### src/rtl/spi_burst_sequencer.sv
// Burst sequencer between a host byte interface and a byte-level SPI master: TX/RX FIFOs plus burst FSM.
// First m_tx_dv two cycles after start; done one cycle after the last m_rx_dv; m_tx_ready low stalls issue; full RX drops bytes.
module spi_burst_sequencer #(
    parameter int         DEPTH     = 16,
    parameter int         AW        = 4,
    parameter logic [7:0] FILL_BYTE = 8'hFF,
    parameter int         TIMEOUT   = 1023
) (
    input  logic          i_clk,
    input  logic          reset,
    input  logic          wr_en,
    input  logic [7:0]    wr_data,
    output logic          tx_full,
    output logic [AW:0]   tx_level,
    input  logic          rd_en,
    output logic [7:0]    rd_data,
    output logic          rx_empty,
    output logic [AW:0]   rx_level,
    input  logic          start,
    input  logic [7:0]    burst_len,
    output logic          busy,
    output logic          done,
    output logic          underrun,
    output logic          overflow,
    output logic          timeout,
    output logic          len_err,
    input  logic          clr_flags,
    output logic [7:0]    m_tx_byte,
    output logic          m_tx_dv,
    input  logic          m_tx_ready,
    input  logic [7:0]    m_rx_byte,
    input  logic          m_rx_dv
);
    localparam int TW = $clog2(TIMEOUT + 1);

    typedef enum logic [1:0] {S_IDLE, S_ISSUE, S_WAIT, S_DONE} state_t;
    state_t r_state, w_state_nxt;

    logic [7:0]    r_tx_mem [DEPTH];
    logic [7:0]    r_rx_mem [DEPTH];
    logic [AW-1:0] r_tx_wp, r_tx_rp, r_rx_wp, r_rx_rp;
    logic [AW:0]   r_tx_cnt, r_rx_cnt;
    logic [7:0]    r_remaining;
    logic [TW-1:0] r_timer;
    logic [7:0]    r_tx_byte;
    logic          r_tx_dv, r_len_err, r_underrun, r_overflow, r_timeout;

    logic w_tx_empty, w_tx_full, w_rx_empty, w_rx_full;
    logic w_issue, w_tx_pop, w_tx_push, w_rx_pop, w_rx_strobe, w_rx_push, w_rx_drop;
    logic w_tmo, w_start_ok, w_start_zero;

    assign w_tx_empty   = (r_tx_cnt == '0);
    assign w_tx_full    = (r_tx_cnt == (AW+1)'(DEPTH));
    assign w_rx_empty   = (r_rx_cnt == '0);
    assign w_rx_full    = (r_rx_cnt == (AW+1)'(DEPTH));
    assign w_start_ok   = (r_state == S_IDLE) && start && (burst_len != 8'd0);
    assign w_start_zero = (r_state == S_IDLE) && start && (burst_len == 8'd0);
    assign w_issue      = (r_state == S_ISSUE) && m_tx_ready;
    assign w_tx_pop     = w_issue && !w_tx_empty;
    // A pop in the same cycle frees a slot, so a push at full is still accepted.
    assign w_tx_push    = wr_en && (!w_tx_full || w_tx_pop);
    assign w_rx_pop     = rd_en && !w_rx_empty;
    assign w_rx_strobe  = (r_state == S_WAIT) && m_rx_dv;
    assign w_rx_push    = w_rx_strobe && (!w_rx_full || w_rx_pop);
    assign w_rx_drop    = w_rx_strobe && !w_rx_push;
    // Abort on the edge where the timer would reach TIMEOUT, so done lands TIMEOUT cycles after m_tx_dv.
    assign w_tmo        = (r_state == S_WAIT) && !m_rx_dv && (r_timer >= TW'(TIMEOUT - 1));

    always_comb begin
        w_state_nxt = r_state;
        unique case (r_state)
            S_IDLE:  if (w_start_ok) w_state_nxt = S_ISSUE;
            S_ISSUE: if (m_tx_ready) w_state_nxt = S_WAIT;
            S_WAIT: begin
                if (m_rx_dv)    w_state_nxt = (r_remaining <= 8'd1) ? S_DONE : S_ISSUE;
                else if (w_tmo) w_state_nxt = S_DONE;
            end
            S_DONE:  w_state_nxt = S_IDLE;
            default: w_state_nxt = S_IDLE;
        endcase
    end

    always_ff @(posedge i_clk) begin
        if (w_tx_push) r_tx_mem[r_tx_wp] <= wr_data;
        if (w_rx_push) r_rx_mem[r_rx_wp] <= m_rx_byte;
    end

    always_ff @(posedge i_clk or posedge reset) begin
        if (reset) begin
            r_state     <= S_IDLE;
            r_tx_wp     <= '0;
            r_tx_rp     <= '0;
            r_tx_cnt    <= '0;
            r_rx_wp     <= '0;
            r_rx_rp     <= '0;
            r_rx_cnt    <= '0;
            r_remaining <= '0;
            r_timer     <= '0;
            r_tx_byte   <= '0;
            r_tx_dv     <= 1'b0;
            r_len_err   <= 1'b0;
            r_underrun  <= 1'b0;
            r_overflow  <= 1'b0;
            r_timeout   <= 1'b0;
        end else begin
            r_state   <= w_state_nxt;
            r_len_err <= w_start_zero;
            r_tx_dv   <= w_issue;

            if (w_issue) begin
                r_tx_byte <= w_tx_empty ? FILL_BYTE : r_tx_mem[r_tx_rp];
                r_timer   <= '0;
            end else if ((r_state == S_WAIT) && (r_timer != TW'(TIMEOUT))) begin
                r_timer <= r_timer + TW'(1);
            end

            if (w_start_ok)
                r_remaining <= burst_len;
            else if (w_rx_strobe && (r_remaining != 8'd0))
                r_remaining <= r_remaining - 8'd1;

            if (w_tx_push) r_tx_wp <= r_tx_wp + AW'(1);
            if (w_tx_pop)  r_tx_rp <= r_tx_rp + AW'(1);
            r_tx_cnt <= r_tx_cnt + (AW+1)'(w_tx_push) - (AW+1)'(w_tx_pop);

            if (w_rx_push) r_rx_wp <= r_rx_wp + AW'(1);
            if (w_rx_pop)  r_rx_rp <= r_rx_rp + AW'(1);
            r_rx_cnt <= r_rx_cnt + (AW+1)'(w_rx_push) - (AW+1)'(w_rx_pop);

            // Set has priority over clear.
            r_underrun <= (w_issue && w_tx_empty) || (r_underrun && !clr_flags);
            r_overflow <= w_rx_drop || (r_overflow && !clr_flags);
            r_timeout  <= w_tmo || (r_timeout && !clr_flags);
        end
    end

    assign tx_full   = w_tx_full;
    assign tx_level  = r_tx_cnt;
    assign rx_empty  = w_rx_empty;
    assign rx_level  = r_rx_cnt;
    assign rd_data   = w_rx_empty ? 8'h00 : r_rx_mem[r_rx_rp];
    assign busy      = (r_state != S_IDLE);
    assign done      = (r_state == S_DONE);
    assign len_err   = r_len_err;
    assign underrun  = r_underrun;
    assign overflow  = r_overflow;
    assign timeout   = r_timeout;
    assign m_tx_byte = r_tx_byte;
    assign m_tx_dv   = r_tx_dv;
endmodule

### config.mk
export PLATFORM = sky130hd
export DESIGN_NAME = spi_burst_sequencer
export DESIGN_NICKNAME = d
export VERILOG_FILES = /design/src/rtl/spi_burst_sequencer.sv
export SDC_FILE = /design/constraint.sdc
export NUM_CORES = 1
export LEC_CHECK = 0
export CAP_MARGIN = 20
export CORE_AREA = 5 5 197 180
export DETAILED_ROUTE_END_ITERATION = 12
export DIE_AREA = 0 0 202 185
export GPL_ROUTABILITY_DRIVEN = 1
export MAX_ROUTING_LAYER = met4
export PLACE_DENSITY = 0.68
export SKIP_LAST_GASP = 1
export SLEW_MARGIN = 20
export SYNTH_ARGS = -nofsm -noshare
export SYNTH_HDL_FRONTEND = slang
export SYNTH_SLANG_ARGS = --single-unit
### constraint.sdc
create_clock -name i_clk -period 2.8 [get_ports i_clk]
set_clock_uncertainty 0.05 [all_clocks]
set_input_delay 0.28 -clock i_clk [delete_from_list [all_inputs] [get_ports i_clk]]
set_output_delay 0.28 -clock i_clk [all_outputs]
set_load 0.02 [all_outputs]
### Yosys cells after proc, flatten, opt, wreduce, memory -nomap -nowiden

Memories as Yosys holds them, arrays and structs flattened.
Index checks and enable logic that the tools add are counted.

| storage, ports and cells | value |
|---|---|
| register bits | 59 |
| bits in writable memories | 256 |
| bits of input ports | 32 |
| output and inout port bits | 35 |
| word-level logic and storage cells | 94 |
| memories | 2 |

| cells by class | value |
|---|---|
| add/sub/neg operators | 10 |
| $lt $le $gt $ge | 2 |
| equal/unequal tests | 9 |
| mux-type cells | 16 |
| reduce and logical (&&, ||, !) cells | 40 |

Memory list:

| name | words | bits a word | rd ports | clocked after memory_dff | wr ports | line | source |
|---|---|---|---|---|---|---|---|
| r_rx_mem | 16 | 8 | 1 | 0 | 1 | 40 | `logic [7:0] r_rx_mem [DEPTH];` |
| r_tx_mem | 16 | 8 | 1 | 0 | 1 | 39 | `logic [7:0] r_tx_mem [DEPTH];` |

Operators by type and width:

| kind | number |
|---|---|
| $mux 8 | 4 |
| $mux 10 | 2 |
| $logic_and 1x1->1 | 18 |
| $add 4x1->4 const B | 4 |
| $reduce_bool 8->1 | 2 |
| $add 10x1->10 const B | 1 |
| $add 5x1->5 | 2 |
| $eq 5x5->1 const B | 2 |
| $ge 10x10->1 const B | 1 |
| $logic_not 5->1 | 2 |
| $mux 2 | 5 |
| $ne 10x10->1 const B | 1 |
| $sub 5x1->5 | 2 |
| $le 8x1->1 const B | 1 |
| $logic_not 8->1 | 1 |
| $pmux 2 s4 | 1 |
| $sub 8x1->8 const B | 1 |
| $logic_not 1->1 | 7 |
| $reduce_bool 2->1 | 3 |
| $logic_or 1x1->1 | 5 |
| $eq 2x2->1 const B | 2 |
| $mux 1 | 4 |
| $ne 2x2->1 const B | 2 |
| $ne 3x3->1 const B | 1 |
| 3 further kinds | 3 |

### Depth between registers and ports, before layout

Gate-level depths: netlist (run 1).

| logic depth | value |
|---|---|
| word-level depth | 8 |
| depth in mapped cells | 14 |
| depth with buffers taken out | 13 |

### Worst setup path before layout (run 1)

OpenSTA, ideal clock, no wires.

| path | value |
|---|---|
| path kind | reg-to-reg |
| start | register r_rx_cnt[3] (netlist: rx_level[3]) |
| end | register r_rx_cnt[4] (netlist: rx_level[4]) |
| library setup time | 123 ps |
| arrival time | 3,143 ps |
| data required time | 2,627 ps |
| path slack | -516 ps |
| stages on the path, launching flop included | 13 |
| buffers on the path | 0 |
| clock period less this slack | 3,316 ps |
| cell sequence | dfrtp_1 -> inv_1 -> ha_1 -> nor4b_1 -> nor2_1 -> ha_1 -> inv_1 -> ha_1 -> fa_1 -> a21oi_1 -> nor2_1 -> nor2_1 -> xnor2_1 |

| on the way | value |
|---|---|
| word-level cells in the longest chain between the ends | 7 |
| elaborated cells on any way between the ends | 9 |
| those cells by class | 2 x add/sub; 1 x eq/ne; 6 x reduce/logical |

RTL lines:

| item | line | source |
|---|---|---|
| start: declaration | 42 | `logic [AW:0] r_tx_cnt, r_rx_cnt;` |
| start signal: assignment | 128 | `r_rx_cnt <= r_rx_cnt + (AW+1)'(w_rx_push) - (AW+1)'(w_rx_pop);` |
| $logic_not 5->1 (*) | 54 | `assign w_rx_empty = (r_rx_cnt == '0);` |
| named net rx_empty | 17 | `output logic rx_empty,` |
| $logic_not 1->1 (*) | 62 | `assign w_rx_pop = rd_en && !w_rx_empty;` |
| $logic_and 1x1->1 (*) | 62 |  |
| named net w_rx_pop | 49 | `logic w_issue, w_tx_pop, w_tx_push, w_rx_pop, w_rx_strobe, w_rx_push, w_rx_drop;` |
| $logic_or 1x1->1 | 64 | `assign w_rx_push = w_rx_strobe && (!w_rx_full \|\| w_rx_pop);` |
| $logic_and 1x1->1 | 64 |  |
| $add 5x1->5 | 128 |  |
| $sub 5x1->5 (*) | 128 |  |

The timed path passes the listed nets; every way through them passes the cells marked *.
A chain may end at the register's enable or synchronous reset.

### Worst setup path after layout (run 1)

| path | value |
|---|---|
| start | register r_rx_rp[0] |
| end | output rd_data[1] |

| on the way | value |
|---|---|
| word-level cells in the longest chain between the ends | 2 |

RTL lines:

| item | line | source |
|---|---|---|
| start: declaration | 41 | `logic [AW-1:0] r_tx_wp, r_tx_rp, r_rx_wp, r_rx_rp;` |
| start signal: assignment | 127 | `if (w_rx_pop) r_rx_rp <= r_rx_rp + AW'(1);` |
| $mem_v2 16x8 | -- |  |
| $mux 8 | 141 | `assign rd_data = w_rx_empty ? 8'h00 : r_rx_mem[r_rx_rp];` |
| end: declaration | 16 | `output logic [7:0] rd_data,` |

No other way between the ends.

==> results of run 1 <==
[power by group]
part	switching [uW]	total, uW	internal (uW)	leakage (uW)
clock	1740	4270	2530	0.000524
combinational	2680	5200	2520	0.00203
sequential	498	6160	5660	0.00303
[per-stage QoR]
stage | instances | power, uW
2_1_floorplan | 741 | 9711
3_3_place_gp | 1246 | 11470
3_5_place_dp | 1246 | 11520
4_1_cts | 1309 | 15830
5_1_grt | 1309 | 16480
6_report | 1309 | 15630
[sequential cells by signal, indices dropped and copies added, names as in the netlist, 5 cells and up]
| name | count |
|---|---|
| r_tx_mem | 128 |
| m_tx_byte | 8 |
| rx_level | 5 |
| r_rx_mem | 128 |
| r_remaining | 8 |
| r_timer | 10 |
| tx_level | 5 |
[placed cells by master, fill, tap and decap left out, types with 4 or more instances in the layout]
cell	count
edfxtp_1	256
clkdlybuf4s50_1	58
dfrtp_1	57
mux4_2	51
buf_4	40
clkbuf_16	34
mux2i_1	33
inv_1	27
ha_1	25
nand2_1	24
nor2_1	20
a21oi_1	18
xnor2_1	15
xor2_1	10
mux2_2	9
and4_1	9
and3_1	9
o22ai_1	9
nor3b_1	9
clkinv_1	9
o221ai_1	8
and3b_1	7
clkbuf_1	7
a221oi_1	6
and2_1	6
nand3_1	6
nand4_1	5
o21ai_0	5
or4_1	5
nor4b_2	5
mux4_1	5
buf_12	5
nor2b_1	4
or3_1	4
clkinv_2	4
[how the worst min path moves through the flow]
stage / to / depth (start not counted) / start
detailed placement: overflow / 1 / overflow
floorplan: r_rx_mem[0][0] / 0 / m_rx_byte[0]
global route: overflow / 2 / reset
global placement: overflow / 1 / overflow
CTS: len_err / 2 / reset
finish: overflow / 2 / reset
[timing repair]
action / CTS / global route
gates resized for setup: 12 / 9
pin swaps: 0 / 1
hold buffers: 0 / 0
buffers inserted: 1 / 0
endpoints found under the setup margin: 8 / 7
[logic make-up (layout without fill, tap and decap cells)]
family / Yosys count / in the layout / share of synthesized area
AND/OR/NAND/NOR: 131 / 131 / 0.06002
XOR/XNOR: 25 / 25 / 0.01667
multiplexers: 101 / 101 / 0.1327
flip-flops: 315 / 315 / 0.6978
adder cells (fa/ha/maj): 27 / 27 / 0.02687
AO/OA/AOI/OAI: 77 / 77 / 0.04335
buffers and inverters: 65 / 204 / 0.02258
[synth_stat cells (10+ instances only)]
cell type  count
dfrtp_1       59
ha_1          25
nand2_1       24
clkbuf_1      16
nor2_1        20
edfxtp_1     256
a21oi_1       18
mux2i_1       35
inv_1         28
xor2_1        10
mux4_2        51
xnor2_1       15
[cell type report]
cell class              count  area, um^2  share of cell area
well taps                 429       536.8             0.03424
flip-flops and latches    315        9166              0.5847
multi-input cells         361        3726              0.2377
clock inverters            21       195.2             0.01245
inverters                  30       112.6            0.007183
clock buffers              41       877.1             0.05595
repair buffers            112        1062             0.06776
[metal layers]
metal | part of all wire | global-route usage
met5 | 0 | -
met4 | 0.022 | 0.03855
met3 | 0.049 | 0.02451
met2 | 0.47 | 0.2235
met1 | 0.46 | 0.2086
==> impl_results.md, run 1 <==
* Slew Limit Fails at 0
* CTS tree: done
* Setup TNS at 0 ns
* Routability congestion estimate at slightly below 0.8
* Cell count along the critical path at 5
* R2R Path End: tx_level[4]
* Gr usage total at 0.1470
* CP max-delay cell: mux4_2
* Initial DRC count at 401
* Critical path capture point type: primary output
* Crit path DAT at between 2 and 2.5 ns
* I/O Buffers at 66
* Vias in the first global route at just over 7000
* Sequential area share after synthesis at 0.6978
* Syn nets at 800
* Ys async rst share at 0.1873
* Maximum buffer depth of the clock tree at 3
* Worst Setup SP: r_rx_rp[0]
* FF+latch count, synth at approximately 320
* Post-DP HPWL at approximately 17 mm
* Post-synth top flop: edfxtp_1
* Finish-stage setup viols at 0
* Post-Synthesis Cells at between 700 and 800
* Cell family with most CP delay: multiplexers
* Vias/cell at roughly 5.4
* Max Fclk at approximately 370 MHz
* Fill cells at ~2700
* Min-Delay Path Class: input pin to asynchronous set/reset pin
* Largest net degree at the start of global routing at 38
* Top post-synthesis cells by area: edfxtp_1, dfrtp_1, mux4_2, mux2i_1, ha_1
* Worst setup path end: rd_data[1]
* Grt ovf at 0
* Area share of the largest cell type after synthesis at 0.5854
* DIE AREA at between 30000 and 40000 um^2
* Wire per inst at between 20 and 25 um
* IO Pins at 67
* Detailed-route DRC error count at 0
* Max-cap violation count at 0
* Core ar. at around 33000 um^2
* Leak pwr at roughly 0.0056 uW
* WL final at 26.44 mm
* DIE WIDTH at approximately 200 um
* Worst EP required at approximately 2.5 ns
* Synthesis warning total at 0
* Fin crit share at 0.9681
* Initial antenna violation count at 0
* Layout Nets at between 900 and 1000
* VDD IR-drop max at roughly 0.40 mV
* Final setup margin at just under 0.09 ns
* Min Tclk post-route at 2.711 ns
* Worst r2r src: tx_level[3]
* Syn Area/Cell at around 18 um^2
* Via count at ~7100
* Worst Max-Slew Pin Slew at 0.7640 ns
* FP Rows at 64
* Status: finished clean
* Htree depth at 2
* Die H at between 150 and 200 um
* Starting Density at 0.3933
* First-pass GRT wire length at between 40 and 50 mm
* Worst reg2reg setup slack at ~0.24 ns
* Setup CP Type: flop to primary output
* Cells on worst reg2reg path at 14
* Ant. Diodes at 0
* CTS Buf Count at 34
* Worst relative slew slack at 0.4872
* Drt pass-1 iters at 5
* Area Overhead vs Synth at 19.37%
* Post-synth top area cell: edfxtp_1
* Post-place instance area at 14590 um^2
* CP max stage delay at about 0.54 ns
* Hold slack at between 0.09 and 0.1 ns
* RSZ-0062 raised after global routing: true
* Clk root buf: clkbuf_16
* Final core occ at 0.4695
* PwrDens at 997.1 nW/um^2
* Yosys cell types at 65
* Post-synth EDFFs at 256
* WP buf/inv at 2
* Crit path cell chain: buf_12 -> mux4_2 -> mux2i_2 -> o22ai_1 -> clkdlybuf4s15_1
* Clk pin slew, worst setup/hold paths at about 0.06 ns
* Synthesized area at 13130 um^2
* Worst setup SP type: flop
* Cell area after layout at 15680 um^2
* Layout cells sized above 1 at 0.2000
* Final ANT Viol Nets at 0
* Post-Place Setup Slack at approximately 0.11 ns
* Worst skew pair latency at roughly 0.50 ns
* CP Max Fanout at 9
* Sink Count at 315
* Fin. Hold Viols at 0
(Power assumes the default switching activity.)
==> run 2, diff against run 1 <==
- CORE_AREA: 5 5 197 180 -> 5 5 236 238
- DIE_AREA: 0 0 202 185 -> 0 0 241 243
- PLACE_DENSITY: 0.68 -> 0.51
==> run 2 against run 1 <==
  * Clock power up 9.6%
  * Power up 4.1%
  * Cell area up 3.8%
  * Critical path type unchanged
  * Sequential power about the same
  * Routed wire length up 11%
  * Register-to-register slack about the same
  * Sequential cell count unchanged
  * Largest cell class unchanged
==> impl_results.md, run 2 (same netlist as run 1, synthesis figures left out) <==
* Crit path DAT at 2.42 ns (+0.04 ns)
* Vias/cell at 4.343 (-19%)
* Initial DRC count at 439 (+9.5%)
* I/O Buffers at 66 (unchanged)
* Worst setup SP type: flop
* Finish-stage setup viols at 0 (unchanged)
* VDD IR-drop max at 0.6067 mV (+53%)
* Cell area after layout at 16280 um^2 (+3.8%)
* Worst relative slew slack at 0.4946 (+0.007405)
* Ant. Diodes at 0 (unchanged)
* First-pass GRT wire length at 45.31 mm (+8.3%)
* Die H at 243 um (+31%)
* Clk pin slew, worst setup/hold paths at 0.06 ns (about the same)
* Worst EP required at 2.47 ns (about the same)
* Fin crit share at 0.9815 (+0.01336)
* Status: finished clean
* Drt pass-1 iters at 4 (-1)
* Initial antenna violation count at 0 (unchanged)
* Maximum buffer depth of the clock tree at 3 (unchanged)
* Fin. Hold Viols at 0 (unchanged)
* CTS tree: done
* Detailed-route DRC error count at 0 (unchanged)
* Core ar. at 53390 um^2 (+60%)
* IO Pins at 67 (unchanged)
* Post-place instance area at 15020 um^2 (+3.0%)
* RSZ-0062 raised after global routing: true
* Htree depth at 2 (unchanged)
* CP Max Fanout at 10 (+1)
* Setup CP Type: flop to primary output
* Critical path capture point type: primary output
* Layout Nets at 928 (+1.6%)
* PwrDens at 999.4 nW/um^2 (+0.23%)
* Final core occ at 0.3049 (-0.1646)
* Slew Limit Fails at 0 (unchanged)
* FP Rows at 85 (+33%)
* Grt ovf at 0 (unchanged)
* Layout cells sized above 1 at 0.2241 (+0.02408)
* Leak pwr at 0.005706 uW (+2.3%)
* DIE AREA at 58560 um^2 (+57%)
* DIE WIDTH at 241 um (+19%)
* Clk root buf: clkbuf_16
* Area Overhead vs Synth at 23.95%
* Sink Count at 315 (unchanged)
* Worst Max-Slew Pin Slew at 0.7557 ns (-0.008297 ns)
* Routability congestion estimate at 0.7688 (-1.1%)
* Wire per inst at 18.40 um (-8.9%)
* Max-cap violation count at 0 (unchanged)
* Starting Density at 0.2460 (-0.1473)
* Min Tclk post-route at 2.748 ns (+0.03742 ns)
* Vias in the first global route at 7184 (+0.93%)
* Max Fclk at 363.9 MHz (-1.4%)
* Top flop regs: r_rx_mem x128, r_tx_mem x128, r_timer x10
* Post-DP HPWL at 19.20 mm (+9.8%)
* Total Power at 16270 uW (+4.1%)
* Commonest cells after routing, fill and taps aside: edfxtp_1, clkdlybuf4s50_1, dfrtp_1
* CTS Buf Count at 36 (+5.9%)
* Worst skew pair latency at 0.54 ns (+0.04 ns)
* WL final at 29.31 mm (+11%)
* Largest net degree at the start of global routing at 36 (-5.3%)
* Via count at 6919 (-2.0%)
* Setup TNS at 0 ns (unchanged)
* Fill cells at 5282 (+94%)
* Final ANT Viol Nets at 0 (unchanged)
* Commonest non-fill, non-tap cell in the layout: edfxtp_1
* Min-Delay Path Class: input pin to asynchronous set/reset pin
* Gr usage total at 0.1034 (-0.04354)
==> run 2: cell types whose count changed in the layout (fill, tap and decap cells not counted), moves of 2 or more <==
cell,before,now
clkbuf_16,34,39
dlygate4sd2_1,3,6
mux2i_2,2,5
clkinv_4,2,0
clkinv_2,4,10
clkbuf_1,7,5
mux2i_1,33,28
mux2i_4,0,2
clkinv_1,9,4
inv_6,2,5
buf_4,40,51
==> run 2: path summary, 6_finish.rpt <==
path	to	depth (start not counted)	slack [ns]	startpoint
max in group asynchronous	r_remaining[5]	3	1.88	reset
hold reg to reg	underrun	1	0.44	underrun
min in group i_clk	r_remaining[6]	3	0.30	burst_len[6]
setup / recovery	rd_data[2]	5	0.05	r_rx_rp[0]
hold / removal	m_tx_byte[5]	2	0.07	reset
setup reg to reg	rx_level[4]	13	0.23	rx_level[3]
==> run 2: where the power goes <==
part,internal [uW],switching [uW]
clock,2770,1900
combinational,2590,2830
sequential,5660,515
total,11000,5250
==> run 2: final cells by class <==
type	instances	area [um^2]	area share
clock buffers	43	969.7	0.05957
clock inverters	23	206.4	0.01268
flip-flops and latches	315	9166	0.5631
repair buffers	125	1187	0.07294
inverters	30	112.6	0.006918
well taps	696	870.8	0.05350
multi-input cells	361	3765	0.2313
==> run 2: stage by stage <==
stage               setup WS, ns  std cells  hold WS (ns)
global placement        -0.05377       1525        0.4334
CTS                     -0.03314       1591       0.07621
finish                   0.05192       1593       0.07122
detailed placement      -0.08109       1525        0.4342
global route            -0.04578       1593        0.1167
floorplan               -0.08702        741        0.3289
==> run 2: worst max-delay path, stage by stage (launching register included) <==
cell,delay [ns]
dfrtp_2,0.46
buf_12,0.18
mux4_2,0.52
mux2i_2,0.22
o22ai_1,0.14
dlygate4sd2_1,0.35
==> run 2: repair_timing <==
action	4_1_cts	5_1_grt
endpoints found under the setup margin	8	9
buffers inserted	0	1
hold buffers	0	0
gates cloned	0	1
pin swaps	0	1
gates resized for setup	13	10
==> run 2: routing by layer <==
metal	vias up	part of all wire	track usage
met2	120	0.47	0.1587
met4	0	0.020	0.03020
met3	38	0.040	0.02123
li1	3220	-	-
met1	3541	0.47	0.1395
met5	-	0	-
